### src/rtl/gate_generator_if.sv
// Control and status bundle of the gate generator: requests in, gate/strobes/state out.
interface gate_generator_if #(
    parameter int CNT_WIDTH = 32,
    parameter int DIV_WIDTH = 5
);
    logic                 en;
    logic                 restart;
    logic [DIV_WIDTH-1:0] div;
    logic                 gate;
    logic                 gate_rise;
    logic                 period_done;
    logic [DIV_WIDTH-1:0] div_active;
    logic [CNT_WIDTH-1:0] phase;

    modport master (
        output en, restart, div,
        input  gate, gate_rise, period_done, div_active, phase
    );

    modport slave (
        input  en, restart, div,
        output gate, gate_rise, period_done, div_active, phase
    );
endinterface

### src/rtl/gate_generator.sv
// Programmable gate-time generator: owns a phase counter and emits a 50% duty gate of
// period 2^(k+1) clocks, with edge/period strobes and divider changes applied only at wrap.
module gate_generator #(
    parameter int CNT_WIDTH = 32,
    parameter int DIV_WIDTH = 5,
    parameter int OFFSET    = 26
) (
    input logic             clk,
    input logic             aresetn,
    gate_generator_if.slave bus
);
    localparam int KW = $clog2(CNT_WIDTH);

    logic [CNT_WIDTH-1:0] phase_reg, phase_next;
    logic [DIV_WIDTH-1:0] div_active_reg, div_active_next;
    logic                 gate_reg, gate_next;
    logic                 gate_rise_reg, gate_rise_next;
    logic                 period_done_reg, period_done_next;

    logic [KW-1:0]        k_cur, k_next;
    logic [CNT_WIDTH-1:0] low_mask;
    logic [CNT_WIDTH-1:0] rise_pat;
    logic                 terminal;

    // Dividers beyond OFFSET clamp to k=0 (two-clock period).
    function automatic logic [KW-1:0] k_of(input logic [DIV_WIDTH-1:0] d);
        if (32'(d) <= 32'(OFFSET))
            return KW'(32'(OFFSET) - 32'(d));
        return '0;
    endfunction

    assign k_cur = k_of(div_active_reg);

    genvar gi;
    generate
        for (gi = 0; gi < CNT_WIDTH; gi++) begin : g_mask
            assign low_mask[gi] = (32'(gi) <= 32'(k_cur));
            assign rise_pat[gi] = (32'(gi) == 32'(k_cur));
        end
    endgenerate

    assign terminal = ((phase_reg & low_mask) == low_mask);

    always_comb begin
        phase_next       = phase_reg;
        div_active_next  = div_active_reg;
        period_done_next = 1'b0;
        gate_rise_next   = 1'b0;
        if (bus.restart) begin
            phase_next      = '0;
            div_active_next = bus.div;
        end else if (bus.en) begin
            if (terminal) begin
                phase_next       = '0;
                div_active_next  = bus.div;
                period_done_next = 1'b1;
            end else begin
                phase_next     = phase_reg + CNT_WIDTH'(1);
                gate_rise_next = ((phase_next & low_mask) == rise_pat);
            end
        end
        k_next    = k_of(div_active_next);
        // The gate is its own flop so the output is free of index-mux glitches.
        gate_next = phase_next[k_next];
    end

    always_ff @(posedge clk or negedge aresetn) begin
        if (!aresetn) begin
            phase_reg       <= '0;
            div_active_reg  <= '0;
            gate_reg        <= 1'b0;
            gate_rise_reg   <= 1'b0;
            period_done_reg <= 1'b0;
        end else begin
            phase_reg       <= phase_next;
            div_active_reg  <= div_active_next;
            gate_reg        <= gate_next;
            gate_rise_reg   <= gate_rise_next;
            period_done_reg <= period_done_next;
        end
    end

    assign bus.phase       = phase_reg;
    assign bus.div_active  = div_active_reg;
    assign bus.gate        = gate_reg;
    assign bus.gate_rise   = gate_rise_reg;
    assign bus.period_done = period_done_reg;
endmodule

### src/flat_wrapper.sv
// flat-port wrapper written by rule: the top's interface ports become plain ports
module gate_generator_flat 
#(
    parameter int CNT_WIDTH = 32,
    parameter int DIV_WIDTH = 5,
    parameter int OFFSET    = 26
)
  (clk, aresetn, bus_en, bus_restart, bus_div, bus_gate, bus_gate_rise, bus_period_done, bus_div_active, bus_phase);
  gate_generator_if #(.CNT_WIDTH(CNT_WIDTH), .DIV_WIDTH(DIV_WIDTH)) bus_i ();
  input logic clk;
  input logic aresetn;
  input wire logic [$bits(bus_i.en)-1:0] bus_en;
  input wire logic [$bits(bus_i.restart)-1:0] bus_restart;
  input wire logic [$bits(bus_i.div)-1:0] bus_div;
  output wire logic [$bits(bus_i.gate)-1:0] bus_gate;
  output wire logic [$bits(bus_i.gate_rise)-1:0] bus_gate_rise;
  output wire logic [$bits(bus_i.period_done)-1:0] bus_period_done;
  output wire logic [$bits(bus_i.div_active)-1:0] bus_div_active;
  output wire logic [$bits(bus_i.phase)-1:0] bus_phase;
  assign bus_i.en = bus_en;
  assign bus_i.restart = bus_restart;
  assign bus_i.div = bus_div;
  assign bus_gate = bus_i.gate;
  assign bus_gate_rise = bus_i.gate_rise;
  assign bus_period_done = bus_i.period_done;
  assign bus_div_active = bus_i.div_active;
  assign bus_phase = bus_i.phase;
  gate_generator #(.CNT_WIDTH(CNT_WIDTH), .DIV_WIDTH(DIV_WIDTH), .OFFSET(OFFSET)) u_core (.clk(clk), .aresetn(aresetn), .bus(bus_i));
endmodule
### config.mk
export PLATFORM = sky130hd
export DESIGN_NAME = gate_generator_flat
export DESIGN_NICKNAME = d
export VERILOG_FILES = /design/src/rtl/gate_generator_if.sv /design/src/rtl/gate_generator.sv /design/src/flat_wrapper.sv
export SDC_FILE = /design/constraint.sdc
export NUM_CORES = 1
export LEC_CHECK = 0
export BUFFER_PORTS_ARGS = -buffer_cell sky130_fd_sc_hd__buf_2
export CAP_MARGIN = 20
export CORE_ASPECT_RATIO = 1.5
export CORE_UTILIZATION = 55
export DETAILED_ROUTE_END_ITERATION = 8
export PLACE_DENSITY = 0.78
export SLEW_MARGIN = 20
export SYNTH_ARGS = -nofsm -noshare
export SYNTH_HDL_FRONTEND = slang
export SYNTH_SLANG_ARGS = --single-unit
### constraint.sdc
create_clock -name clk -period 5 [get_ports clk]
set_input_delay 0.25 -clock clk [delete_from_list [all_inputs] [get_ports clk]]
set_output_delay 0.25 -clock clk [all_outputs]
set_load 0.05 [all_outputs]
==> summary.md <==
| Metric | Value |
|---|---|
| Critical Path Sink | u_core.bus.gate |
| Maximum clock frequency | ~200 MHz |
| GR Util All Layers | 47.24% |
| Vias in the first global route | roughly 5100 |
| IO Count | 49 |
| First-pass GRT wire length | between 20 and 30 mm |
| Synth unique cells | 80 |
| Initial Utilization | 56.59% |
| RR Endpoint | u_core.bus.gate |
| Final GP Congestion | 1.127 |
| R2R Path Start | u_core.bus.div_active[0] |
| Number of vias per cell | a little over 7 |
| Worst slew pin tran | 928.3 ps |
| Syn_area_per_cell | 7.468 sq um |
| Wire per inst | 25.19 um |
| Top Metal Used | met4 |
| Ys async rst share | 100.0% |
| Syn Inst Count | between 600 and 700 |
| Met2 WL post-DR | roughly 9.1 mm |
| CP arrival | 5190 ps |
| GR Overflow Total | 0 |
| Status | complete, but fails checks |
| # H-tree levels | 2 |
| Cell type with the largest total area after synthesis | dfrtp_1 |
| TNS Setup | -10.82 ps |
| Detailed placement HPWL | 13.94 mm |
| Most common cell in the netlist | nor2_1 |
| Die Wd | 75.88 um |
| Final period util | 100.2% |
| PwrDens | approximately 260 nW/um^2 |
| Syn Nets | 617 |
| DR DRC count | 0 |
| Final hold violations | 0 |
| Startpoint types | flop |
| Initial antenna violation count | 0 |
| Max reg flops | 32 |
| R2r setup slk | -10 ps |
| Synth area leaders | dfrtp_1, xor2_1, nor2_1, nand2_1, xnor2_1 |
| Final wirelength | 19.52 mm |
| Core Region | 7958 sq um |
| Synth top cells by count | nor2_1, nand2_1, dfrtp_1, xor2_1 |
| Failing checks | setup timing |
| Mapped Area | 4503 sq um |
| # port buffers | 48 |
| Leak pwr | 2.285 nW |
| Post-layout util | 67.77% |
| Max_cap viols | 0 |
| Routed vias | 5472 |
| Cts bufs inserted | 5 |
| Final Critical Period | 5011 ps |
| Antenna-violating nets left | 0 |
| Flops & latches, synth | 40 |
| Layout cells sized above 1 | between 20% and 30% |
| Largest net degree at the start of global routing | 41 |
| Share of the synthesized area in the top cell type | 22.23% |
| Top_reg_cell synth | dfrtp_1 |
| Placed Cells | approximately 750 |
| Post-route insts no fill | 775 |
| Clock skew | 6.347 ps |
| Crit path kind | flop to flop |
| N_diodes | 0 |
| Synth Warn # | 0 |
| DP Worst Slack | -135.7 ps |
| Nets@finish | 683 |
| CP max FO | 17 |
| TritonCTS clock tree | done |
| Post-synth EDFFs | 0 |
| Clock sinks | 40 |
| Die Span Y | 112.8 um |
| Wire length on met3 | 2.081 mm |
| Worst-Skew Late Latency | 290 ps |
| CTS clock-pin slew for the worst setup and hold paths | around 70 ps |
| Final setup fails | 1 |
| Max-slew headroom | 38.11% |
| VDD IR max | 0.3032 mV |
| Worst hold margin | about 87 ps |
| Final WS setup | -10.82 ps |
| Die ar. | roughly 8600 sq um |
| WL met1 | 6.702 mm |
| CTS Buffer Depth | 2 |
| Layout area overhead | 19.76% |
| Sequential share of the synthesized area | about 22% |
| Max-slew violations | 0 |
| Min-Delay Path Class | input port to asynchronous set/reset pin |
| DR iter-0 viols | approximately 710 |
| Critical Path Source | u_core.bus.div_active[0] |
| Root buf cell | clkbuf_16 |
| Row count | 40 |
| Crit path required time | 5180 ps |
| DR pass1 iterations | 5 |
| Crit end category | flop |
| Worst R2R Path Depth | 20 |
==> critical path, cell delays in order (launching register included) <==
cell and delay (ps):
dfrtp_2 460, buf_4 290, nand3_1 180, a21oi_2 340, or2_4 250, a311o_1 180
o311a_1 210, nand4_2 190, o31ai_4 400, mux2i_2 340, ha_2 250, nor2_1 50
o21ai_1 170, buf_6 200, and3_1 180, a211oi_1 50, o21a_1 180, nor3_1 310
mux2i_1 120, and3_1 210, nor4_2 310
==> report_power, final <==
group,total [mW],internal [mW],switching [mW]
Combinational,0.684,0.246,0.438
Sequential,0.347,0.332,0.0144
Clock,0.382,0.237,0.145
==> worst min-delay path by stage <==
stage	from	to	slack (ps)
6_report	aresetn	u_core.bus.phase[1]	90
5_1_grt	aresetn	u_core.bus.phase[4]	170
4_1_cts	aresetn	u_core.bus.phase[1]	120
3_5_place_dp	aresetn	u_core.bus.phase[1]	420
3_3_place_gp	aresetn	u_core.bus.phase[7]	410
2_1_floorplan	aresetn	u_core.bus.div_active[0]	-50
==> cell families after synthesis <==
kind of cell,count (synthesis),synth area share [%]
buf+inv,54,5.640
mux,21,4.807
compound gates,144,22.62
flops,40,22.23
xor+xnor,64,13.20
fa+ha+maj,5,1.389
simple gates,275,30.12
==> metal layers <==
| layer | vias up | GRT usage [%] |
|---|---|---|
| met5 | - | 0 |
| met4 | 0 | 29.51 |
| met3 | 134 | 13.71 |
| met2 | 421 | 73.16 |
| met1 | 2597 | 55.92 |
| li1 | 2320 | - |
==> per-stage QoR <==
stage | power, mW | cell area [sq um]
2_1_floorplan | 0.7416 | 4562
3_3_place_gp | 0.9384 | 4972
3_5_place_dp | 0.9324 | 4972
4_1_cts | 1.312 | 5154
5_1_grt | 1.452 | 5393
6_report | 1.413 | 5393
==> placed cells by master (no fill, tap or decap), drive strengths merged, types with 4 or more instances in the layout <==
master / count
nand2: 72
mux2i: 16
o32ai: 4
nand4: 14
and4: 4
buf: 99
and3: 12
o211ai: 4
ha: 5
mux2: 5
and2: 9
inv: 12
nor3: 20
nand2b: 6
nand3: 30
xor2: 38
xnor2: 26
nor2: 78
clkbuf: 6
o21ai: 36
nor4: 12
dfrtp: 40
a211oi: 14
nor2b: 4
o22ai: 6
a2111oi: 4
a31oi: 9
a21oi: 29
==> final cells by class <==
| type | instances | area (sq um) |
|---|---|---|
| fillers | 638 | 2565 |
| flip-flops and latches | 40 | 1003 |
| repair buffers | 100 | 646.9 |
| well taps | 105 | 131.4 |
| clock buffers | 5 | 125.1 |
| clock inverters | 3 | 46.29 |
| inverters | 13 | 53.80 |
| multi-input cells | 509 | 3386 |
==> repair_timing <==
item	4_1_cts	5_1_grt
setup endpoints to repair	1	1
buffers inserted	0	16
gates resized for setup	3	27
hold buffers	0	0
pin swaps	1	13
(Power assumes the default switching activity.)
